## config.mk

```make
export PLATFORM = sky130hd
export DESIGN_NAME = program_counter
export DESIGN_NICKNAME = d
export VERILOG_FILES = /design/src/rtl/cpu_pkg.sv /design/src/rtl/pc_next_mux.sv /design/src/rtl/program_counter.sv
export SDC_FILE = /design/constraint.sdc
export NUM_CORES = 1
export LEC_CHECK = 0
export BUFFER_PORTS_ARGS = -buffer_cell sky130_fd_sc_hd__buf_2
export CAP_MARGIN = 20
export CORE_MARGIN = 2
export CORE_UTILIZATION = 45
export DETAILED_ROUTE_END_ITERATION = 12
export HOLD_SLACK_MARGIN = 0.05
export PLACE_DENSITY_LB_ADDON = 0.08
export SETUP_SLACK_MARGIN = 0.2
export SYNTH_ARGS = -nofsm -noshare
export SYNTH_HDL_FRONTEND = slang
export SYNTH_SLANG_ARGS = --single-unit
```

## constraint.sdc

```tcl
create_clock -name clk -period 1.65 [get_ports clk]
set_input_delay 0.0825 -clock clk [delete_from_list [all_inputs] [get_ports clk]]
set_output_delay 0.0825 -clock clk [all_outputs]
set_load 0.02 [all_outputs]
```

## src/rtl/cpu_pkg.sv

```systemverilog
// ---------------------------------------------------------------------------
// cpu_pkg
// Shared processor-wide definitions for the front end.
//   XLEN         - architectural address/data width in bits
//   RESET_VECTOR - address the core fetches from after reset
//   addr_t       - XLEN-bit address type
// ---------------------------------------------------------------------------
package cpu_pkg;

    localparam int XLEN = 32;

    typedef logic [XLEN-1:0] addr_t;

    localparam addr_t RESET_VECTOR = 32'h0000_0000;

endpackage : cpu_pkg

```

## src/rtl/pc_next_mux.sv

```systemverilog
// ---------------------------------------------------------------------------
// pc_next_mux
// Combinational 2:1 selector between the sequential fetch address and a
// branch/jump target. It does not handle stalls; holding the PC belongs to
// the register stage.
// Ports:
//   branch           in  1      1 selects pc_branch_target
//   pc_branch_target in  WIDTH  resolved branch/jump target
//   pc_4             in  WIDTH  sequential address from the fetch adder
//   next_pc          out WIDTH  selected next program counter
// ---------------------------------------------------------------------------
module pc_next_mux
    import cpu_pkg::*;
#(
    parameter int WIDTH = XLEN
) (
    input  logic             branch,
    input  logic [WIDTH-1:0] pc_branch_target,
    input  logic [WIDTH-1:0] pc_4,
    output logic [WIDTH-1:0] next_pc
);

    always_comb begin
        next_pc = pc_4;
        if (branch) begin
            next_pc = pc_branch_target;
        end
    end

endmodule : pc_next_mux

```

## src/rtl/program_counter.sv

```systemverilog
// ---------------------------------------------------------------------------
// program_counter
// Holds the address of the instruction being fetched. On each rising edge it
// loads either the sequential address or the branch target, unless a stall
// is requested, in which case it holds. Values pass through untouched: no
// increment, masking or wrap happens here.
// Ports:
//   clk              in  1      system clock, rising edge active
//   rst              in  1      asynchronous, active-low reset
//   stall            in  1      1 holds the current pc
//   branch           in  1      1 selects pc_branch_target as next pc
//   pc_branch_target in  WIDTH  branch/jump target
//   pc_4             in  WIDTH  sequential next address, used verbatim
//   pc               out WIDTH  current program counter (register output)
//   pc_misaligned    out 1      1 when pc[1:0] is not zero
// ---------------------------------------------------------------------------
module program_counter
    import cpu_pkg::*;
#(
    parameter int               WIDTH    = XLEN,
    parameter logic [WIDTH-1:0] RESET_PC = WIDTH'(RESET_VECTOR)
) (
    input  logic             clk,
    input  logic             rst,
    input  logic             stall,
    input  logic             branch,
    input  logic [WIDTH-1:0] pc_branch_target,
    input  logic [WIDTH-1:0] pc_4,
    output logic [WIDTH-1:0] pc,
    output logic             pc_misaligned
);

    logic [WIDTH-1:0] next_pc;
    logic [WIDTH-1:0] pc_d;
    logic [WIDTH-1:0] pc_q;

    pc_next_mux #(
        .WIDTH(WIDTH)
    ) u_pc_next_mux (
        .branch          (branch),
        .pc_branch_target(pc_branch_target),
        .pc_4            (pc_4),
        .next_pc         (next_pc)
    );

    // A stall overrides a pending branch; the branch is not remembered, so
    // upstream must keep it asserted until the stall clears.
    always_comb begin
        pc_d = next_pc;
        if (stall) begin
            pc_d = pc_q;
        end
    end

    always_ff @(posedge clk or negedge rst) begin
        if (!rst) begin
            pc_q <= RESET_PC;
        end else begin
            pc_q <= pc_d;
        end
    end

    assign pc = pc_q;

    // Reported to exception logic only; it never gates the update.
    assign pc_misaligned = (pc_q[1:0] != 2'b00);

    // While reset is held the register must sit at the reset address.
    a_reset_value : assert property (@(posedge clk) !rst |-> (pc_q == RESET_PC));

    // A stalled cycle leaves the pc unchanged.
    a_hold_under_stall : assert property (
        @(posedge clk) disable iff (!rst) stall |=> (pc_q == $past(pc_q)));

    // An unstalled cycle makes the selected address visible after one edge.
    a_one_cycle_latency : assert property (
        @(posedge clk) disable iff (!rst) !stall |=> (pc_q == $past(next_pc)));

endmodule : program_counter

```

Word level (Yosys, flattened, before mapping)
Index checks and enable logic that the tools add are counted.
- memory bits (read-only): 0
- bits in latches: 0
- bits in writable memories: 0
- memories: 0
- register bits: 32
- word-level logic and storage cells: 3
- output and inout port bits: 33
- magnitude comparators: 0
- reduce and logical (&&, ||, !) cells: 1
- $add $sub $neg: 0
- div/mod/pow operators: 0
- shifts and indexed selects: 0
- bitwise gates (word level): 0
- multiply operators: 0
- equal/unequal tests: 0
- muxes and demuxes: 1
- operator list (cell ; count):
    2-to-1 mux 32 bit ; 1
    nonzero test 2 bit ; 1

Depth between registers and ports, before layout
Gate-level depths: netlist (run 1).
- depth after elaboration: 1
- mapped depth: 4

Hierarchy
A second synthesis (run 1) with hierarchy kept.
- cells, all modules: 105
- area total of the unflattened synthesis: 1895.6 sq um
- modules (own cells, without submodules) (module ; sequential area each (sq um) ; area an instance (sq um) ; cells each ; times used):
    program_counter ; 800.8 ; 1351.3 ; 69 ; 1
    pc_next_mux ; 0.0 ; 544.3 ; 36 ; 1

Worst setup path after synthesis (run 1)
Ideal clock, no wire load.
- path type: reg-to-output
- start point: reg pc_q[1] (netlist: pc[1])
- end point: out pc_misaligned
- cell stages (with the launch flop): 2
- buffers on the path: 0
- arrival time: 814 ps
- setup slack: 754 ps
- cell sequence: dfrtp_1 > or2_2
- word-level cells in the longest chain between the ends: 1
- RTL lines (item ; RTL line ; RTL):
    start, declared ; program_counter.sv:35 ; logic [WIDTH-1:0] pc_q;
    start signal, assigned ; program_counter.sv:59 ; pc_q <= pc_d;
    nonzero test 2 bit ; program_counter.sv:66 ; assign pc_misaligned = (pc_q[1:0] != 2'b00);
    end, declared ; program_counter.sv:30 ; output logic pc_misaligned
No other way between the ends.

Worst setup path after layout (run 1)
- start point: in pc_4[4]
- end point: reg pc_q[4] (netlist: pc[4])
- word-level cells in the longest chain between the ends: 1
- RTL lines (item ; RTL line ; RTL):
    start, declared ; program_counter.sv:28 ; input logic [WIDTH-1:0] pc_4,
    2-to-1 mux 32 bit ; pc_next_mux.sv:25 ; if (branch) begin
No other way between the ends.
A chain may end at the register's enable or synchronous reset.

==> results.txt, run 1 <==
----------------------------------------------------
[Drt]
  Routed via count ... between 1.5k and 2k
  DRC ... 0
  Total length of routed wires ... between 4000 and 5000 um
  Number of iterations in the first detailed-routing pass ... 4
  DRT iter0 DRCs ... a little under 90
  Detail Route Antenna Nets ... 0
  Wire per inst ... 12.6 um
  Vias/cell ... 4.71

[Synthesis]
  Unique masters post-synth ... 12
  Avg Inst Size Synth ... roughly 11 um^2
  Net count after synthesis ... approximately 210
  Area share of the leading cell type in the synthesized netlist ... 52.7%
  Synth area leader ... sky130_fd_sc_hd__dfrtp_1
  Synth Register Bits ... 32
  Post-Synthesis Cell Area ... between 1500 and 2000 um^2
  Total number of yosys warnings ... 0
  Number of instances in the synthesized netlist ... 140
  Sequential share of the synthesized area ... 52.7%
  Leading post-synthesis cells by cell area ... sky130_fd_sc_hd__dfrtp_1 53%, sky130_fd_sc_hd__mux2i_1 21%, sky130_fd_sc_hd__o21ai_1 9.6%

[GRT]
  Initial antenna violation count ... 0
  Number of global-route vias before repair ... around 1.6k
  Pin count of the biggest net entering global routing ... 37
  First-pass GRT wire length ... about 7500 um
  Gr usage total ... between 20% and 30%
  Congestion Overflow GR ... 0

[Setup path]
  Crit path required time ... 1.85 ns
  Reg2Reg Setup Slack ... around 0.97 ns
  Setup crit start ... pc_4[4]
  Worst endpoint data arrival time ... roughly 1.5 ns
  Critical path class ... in -> reg
  Cell occurring most often along the worst timing path ... sky130_fd_sc_hd__dlygate4sd3_1
  Slowest-stage cell, CP ... sky130_fd_sc_hd__dlygate4sd3_1
  CP endpoint kind ... flip-flop
  Crit Reg-Reg Endpoint ... pc[27]$_DFFE_PN0N_
  Worst Path Max Fanout ... 1
  Depth of the worst register-to-register path ... 2
  Critical path's largest stage delay ... between 0.5 and 0.6 ns
  Crit path launch type ... primary input
  Crit path cell chain ... dlygate4sd3_1 -> buf_2 -> mux2i_1 -> dlygate4sd3_1 -> o21ai_1
  Reg2Reg Launch Point ... pc[27]$_DFFE_PN0N_

[Pwr]
  Peak supply drop ... 534 uV
  Leakage power summed over all cells ... ~0.0014 uW
  Power per cell area ... slightly above 700 nW/um^2

[Placement]
  Half-perimeter wire length of the detailed placement result ... around 2500 um
  Instance count after placement with tap cells included ... approximately 280
  Port Buffers ... 100
  Final RePlAce weighted congestion ... 0.639
  Dpl ws ... about 0.67 ns

[Floorplan]
  Number of I/O pins ... 101
  Core Box Area ... between 3000 and 4000 um^2
  Site Rows ... 21
  Die Wd ... a little over 60 um
  Die outline area ... 3860 um^2
  Die H ... 62.1 um
  Initial core utilization ... around 46%

[Timing]
  Setup repair after global routing missed its margin ... no
  Fin Hold WS ... approximately 0.056 ns
  Sum of negative setup slack ... 0 ns
  Number of failing setup endpoints in the final timing report ... 0
  Final Hold Vio Count ... 0
  Slew at the pin closest to its max-slew limit ... 0.684 ns
  Min setup slack post-route ... around 0.33 ns
  Post-route minimum period ... roughly 1.3 ns
  Worst slew margin relative to its limit ... around 54%
  Pins over their slew limit ... 0
  Final clock skew ... 0 ns
  Final Cycle Share ... 79.8%
  Maximum clock frequency ... about 760 MHz

[Clock network]
  Post-CTS setup-driven buffer insertion count ... 0
  Clock transition at the register clock pins on the worst setup and hold paths after CTS ... about 0.09 ns
  CTS tree ... yes
  CTS HTree Levels ... 2
  Clock tree root buffer cell ... sky130_fd_sc_hd__clkbuf_4
  TritonCTS buffer count ... 5
  Buffer levels on the longest clock path ... 2
  Cts-stage hold buffer count ... 53
  PostCTS Resize Cnt ... 0
  Clock latency on the worst-skew pair ... roughly 0.32 ns
  Clock sink count ... 32

[Final layout]
  Largest register FFs ... 32
  Synth-to-layout area growth ... 69.7%
  Filler cell count in the final layout ... 240
  Diodes inserted ... 0
  Fraction of layout instances using a drive strength above 1 ... between 30% and 40%
  Total area of sequential cells ... 801 um^2
  Area occupied by multi-input gates ... approximately 610 um^2
  Layout Cells excl Fill ... about 340
  Final cell utilization of the core ... around 78%
  Net count reported at finish ... between 300 and 400

[Worst hold path]
  Startpoint of the worst hold path ... pc_4[28]
  Hold depth ... 3
  Hold EP ... pc[28]$_DFFE_PN0N_
  Type of the worst min-delay path ... in -> reg

[Status]
  Result of the run ... complete, no violations

[Run]
  Maxcap violations ... 0

----------------------------------------------------
critical path: cells and delay by family:
kind / cells / cell delay (ns)
compound gates: 1 / 0.06
buf+inv: 3 / 1.23
mux: 1 / 0.14
logic make-up after synthesis:
family / Yosys count / share of synthesized area (%)
DFF: 32 / 52.7
AOI/OAI and AO/OA: 32 / 10.8
muxes: 32 / 21.1
buffers and inverters: 11 / 7.08
and+or+nand+nor: 33 / 8.32
cell type report:
class                   instances  share of cell area (%)
clock buffers                   5                    1.46
multi-input cells              97                    23.7
flip-flops and latches         32                    31.1
well taps                      46                    2.23
repair buffers                155                    41.6
routing by layer:
metal,track usage [%],vias up,share of wire (%)
met4,5.83,0,1.0
met2,44.7,58,55
li1,-,775,-
met5,0,-,0
met1,28.6,739,38
met3,6.70,7,5.9
worst max-delay path by stage:
stage | endpoint | slack [ns] | depth (start not counted)
final | pc[4]$_DFFE_PN0N_ | 0.33 | 5
after global routing | pc[2]$_DFFE_PN0N_ | 0.27 | 5
after CTS | pc[27]$_DFFE_PN0N_ | 0.39 | 5
after detailed placement | pc[18]$_DFFE_PN0N_ | 0.67 | 4
after global placement | pc[3]$_DFFE_PN0N_ | 0.71 | 3
after floorplan | pc_misaligned | 0.75 | 1
Yosys cell counts (all sizes together):
| cell | n |
|---|---|
| o21ai | 32 |
| or2 | 1 |
| mux2i | 32 |
| clkbuf | 1 |
| buf | 10 |
| dfrtp | 32 |
| nand2 | 32 |
layout by cell type (no fill, tap or decap):
cell | synthesis | final
sky130_fd_sc_hd__o21ai_1 | 29 | 29
sky130_fd_sc_hd__dfrtp_1 | 32 | 32
sky130_fd_sc_hd__o21ai_2 | 1 | 1
sky130_fd_sc_hd__mux2i_1 | 32 | 32
sky130_fd_sc_hd__buf_12 | 3 | 2
sky130_fd_sc_hd__nand2_1 | 32 | 32
sky130_fd_sc_hd__dlygate4sd3_1 | 0 | 53
sky130_fd_sc_hd__clkbuf_4 | 0 | 5
sky130_fd_sc_hd__or2_2 | 1 | 1
sky130_fd_sc_hd__o21ai_0 | 2 | 2
sky130_fd_sc_hd__buf_2 | 5 | 100
metrics by stage:
step	total power, uW	instance area [um^2]
2_1_floorplan	1200	1520
3_3_place_gp	1380	2010
3_5_place_dp	1390	2010
4_1_cts	1880	2580
5_1_grt	1990	2580
6_report	1870	2580
power by group:
part	leakage [uW]	switching [uW]	internal (uW)
Sequential	0.000390	46.0	866
Clock	0.0000230	230	142
Combinational	0.000941	294	295
Total	0.00135	570	1300
Power figures use the tool's default switching activity.
==> run 2, diff against run 1 <==
CORE_UTILIZATION = 37   (was 45)
clock period = 1.14 ns   (was 1.65 ns; I/O delays follow)
==> results.txt, run 2 (synthesis results as in run 1) <==
----------------------------------------------------
[Status]
  Result of the run ... complete, no violations (unchanged)

[Final layout]
  Most common cell after layout, fill and taps aside ... sky130_fd_sc_hd__buf_2 (unchanged)
  Most frequent cells in the layout ... 98 x sky130_fd_sc_hd__buf_2, 32 x sky130_fd_sc_hd__mux2i_1, 32 x sky130_fd_sc_hd__nand2_1, 32 x sky130_fd_sc_hd__dfrtp_1, 29 x sky130_fd_sc_hd__o21ai_1 (was 100 x sky130_fd_sc_hd__buf_2, 53 x sky130_fd_sc_hd__dlygate4sd3_1, 32 x sky130_fd_sc_hd__mux2i_1, 32 x sky130_fd_sc_hd__nand2_1, 32 x sky130_fd_sc_hd__dfrtp_1)
  Area occupied by multi-input gates ... 613 um^2 (was 611 um^2)
  Fraction of layout instances using a drive strength above 1 ... 46.9% (was 37.7%)
  Final cell utilization of the core ... 54.0% (was 78.5%)
  Diodes inserted ... 0 (unchanged)
  Largest register FFs ... 32 (unchanged)
  Net count reported at finish ... 313 (was 359)
  Layout Cells excl Fill ... 293 (was 335)
  Filler cell count in the final layout ... 384 (was 240)
  Synth-to-layout area growth ... 41.1% (was 69.7%)
  Total area of sequential cells ... 801 um^2 (unchanged)

[Setup path]
  Worst Path Max Fanout ... 3 (was 1)
  Crit path required time ... 1.08 ns (was 1.85 ns)
  Critical path class ... reg -> out (was in -> reg)
  Worst endpoint data arrival time ... 1.03 ns (was 1.52 ns)
  CP endpoint kind ... output pin (was flip-flop)
  Crit path launch type ... flip-flop (was primary input)

[Drt]
  Number of iterations in the first detailed-routing pass ... 4 (unchanged)
  Wire per inst ... 11.5 um (was 12.6 um)
  DRT iter0 DRCs ... 73 (was 88)
  DRC ... 0 (unchanged)
  Detail Route Antenna Nets ... 0 (unchanged)
  Total length of routed wires ... 3360 um (was 4230 um)
  Routed via count ... 1304 (was 1579)
  Vias/cell ... 4.45 (was 4.71)

[Pwr]
  Clock power share ... 26.8% (was 19.8%)
  Power share of the sequential group ... 47.8% (was 48.7%)
  Peak supply drop ... 692 uV (was 534 uV)
  Switching Fraction ... 28.9% (was 30.4%)
  Combinational share of power ... 25.4% (was 31.5%)
  P_sw ... 793 uW (was 570 uW)
  Pwr Total ... 2750 uW (was 1870 uW)
  Power per cell area ... 1280 nW/um^2 (was 726 nW/um^2)
  Internal power ... 1960 uW (was 1300 uW)
  Leakage power summed over all cells ... 0.00118 uW (was 0.00135 uW)

[GRT]
  First-pass GRT wire length ... 5100 um (was 7500 um)
  Pin count of the biggest net entering global routing ... 33 (was 37)
  Initial antenna violation count ... 0 (unchanged)
  Number of global-route vias before repair ... 1140 (was 1643)
  Gr usage total ... 14.8% (was 24.5%)
  Congestion Overflow GR ... 0 (unchanged)

[Timing]
  Final Hold Vio Count ... 0 (unchanged)
  Min setup slack post-route ... 0.0576 ns (was 0.333 ns)
  Worst slew margin relative to its limit ... 73.7% (was 54.4%)
  Setup repair after global routing missed its margin ... yes (was no)
  Number of failing setup endpoints in the final timing report ... 0 (unchanged)
  Slew at the pin closest to its max-slew limit ... 0.394 ns (was 0.684 ns)
  Pins over their slew limit ... 0 (unchanged)
  Maximum clock frequency ... about 920 MHz
  Sum of negative setup slack ... 0 ns (unchanged)
  Final clock skew ... 0 ns (unchanged)
  Post-route minimum period ... ~1.1 ns
  Final Cycle Share ... 95.0%

[Clock network]
  Clock tree root buffer cell ... sky130_fd_sc_hd__clkbuf_8 (was sky130_fd_sc_hd__clkbuf_4)
  Clock transition at the register clock pins on the worst setup and hold paths after CTS ... 0.06 ns (was 0.09 ns)
  Clock latency on the worst-skew pair ... 0.27 ns (was 0.32 ns)
  TritonCTS buffer count ... 5 (unchanged)
  Buffer levels on the longest clock path ... 2 (unchanged)
  CTS tree ... yes (unchanged)
  Clock sink count ... 32 (unchanged)
  CTS HTree Levels ... 2 (unchanged)

[Floorplan]
  Initial core utilization ... 38.2% (was 46.2%)
  Site Rows ... 23 (was 21)
  Die Wd ... 68.1 um (was 62.1 um)
  Core Box Area ... 3970 um^2 (was 3280 um^2)
  Number of I/O pins ... 101 (unchanged)
  Die H ... 68.1 um (was 62.1 um)
  Die outline area ... 4630 um^2 (was 3860 um^2)

[Placement]
  Half-perimeter wire length of the detailed placement result ... 2460 um (was 2470 um)
  Instance count after placement with tap cells included ... 285 (was 277)
  Dpl ws ... 0.261 ns (was 0.673 ns)
  Final RePlAce weighted congestion ... 0.617 (was 0.639)
  Port Buffers ... 100 (unchanged)

[Run]
  Maxcap violations ... 0 (unchanged)

[Worst hold path]
  Type of the worst min-delay path ... in -> reg (unchanged)

----------------------------------------------------
-- run 2: cell types whose count changed in the layout (fill, tap and decap cells not counted), moves of 2 or more --
cell / before / now
sky130_fd_sc_hd__clkbuf_8: 0 / 5
sky130_fd_sc_hd__buf_2: 100 / 98
sky130_fd_sc_hd__clkbuf_4: 5 / 0
sky130_fd_sc_hd__buf_4: 0 / 6
sky130_fd_sc_hd__dlygate4sd3_1: 53 / 2
sky130_fd_sc_hd__buf_6: 0 / 2
-- run 2: stage by stage --
stage / instance area, um^2 / hold WS (ns)
floorplan: 1520 / -0.239
global placement: 2030 / 0.108
detailed placement: 2030 / 0.102
CTS: 2140 / 0.0510
global route: 2140 / 0.0560
finish: 2140 / 0.0551
-- run 2: worst paths after layout --
| check | from | to | slack [ns] | cells after the start |
|---|---|---|---|---|
| max | pc[0]$_DFFE_PN0N_ | pc_misaligned | 0.06 | 2 |
| min | pc_4[24] | pc[24]$_DFFE_PN0N_ | 0.06 | 3 |
| max reg2reg | pc[1]$_DFFE_PN0N_ | pc[1]$_DFFE_PN0N_ | 0.39 | 3 |
| min reg2reg | pc[23]$_DFFE_PN0N_ | pc[23]$_DFFE_PN0N_ | 0.48 | 2 |
| max in group asynchronous | rst | pc[29]$_DFFE_PN0N_ | 0.52 | 3 |
| min in group asynchronous | rst | pc[23]$_DFFE_PN0N_ | 0.33 | 3 |
-- run 2: power groups by stage --
| stage | registers [uW] | clock network (uW) | logic [uW] |
|---|---|---|---|
| after floorplan | 1490 | 0 | 246 |
| after CTS | 1310 | 773 | 706 |
| after detailed placement | 1330 | 0 | 686 |
| after global routing | 1330 | 832 | 769 |
| final | 1310 | 736 | 698 |
| after global placement | 1330 | 0 | 679 |
-- run 2: routing by layer --
metal	global-route usage, %	share of wire (%)	vias up
met4	3.75	0.92	0
met2	22.9	44	60
met1	19.0	46	557
met3	6.41	9.5	4
li1	-	-	683
met5	0	0	-
-- run 2: critical path, stage by stage, from the launching register on --
cell,delay [ns]
sky130_fd_sc_hd__dfrtp_1,0.40
sky130_fd_sc_hd__or2_4,0.23
sky130_fd_sc_hd__buf_6,0.13
-- run 2: area by class of cell --
type | count | area share [%]
Tap cell | 50 | 2.92
Sequential cell | 32 | 37.4
Multi-Input combinational cell | 97 | 28.6
Clock buffer | 5 | 3.21
Timing Repair Buffer | 109 | 27.9
-- run 2: what timing repair did --
item / CTS / global route
setup buffers: 1 / 0
setup endpoints to repair: 1 / 2
hold buffers: 2 / 0
hold endpoints to repair: 33 / 0
gates resized for setup: 3 / 2
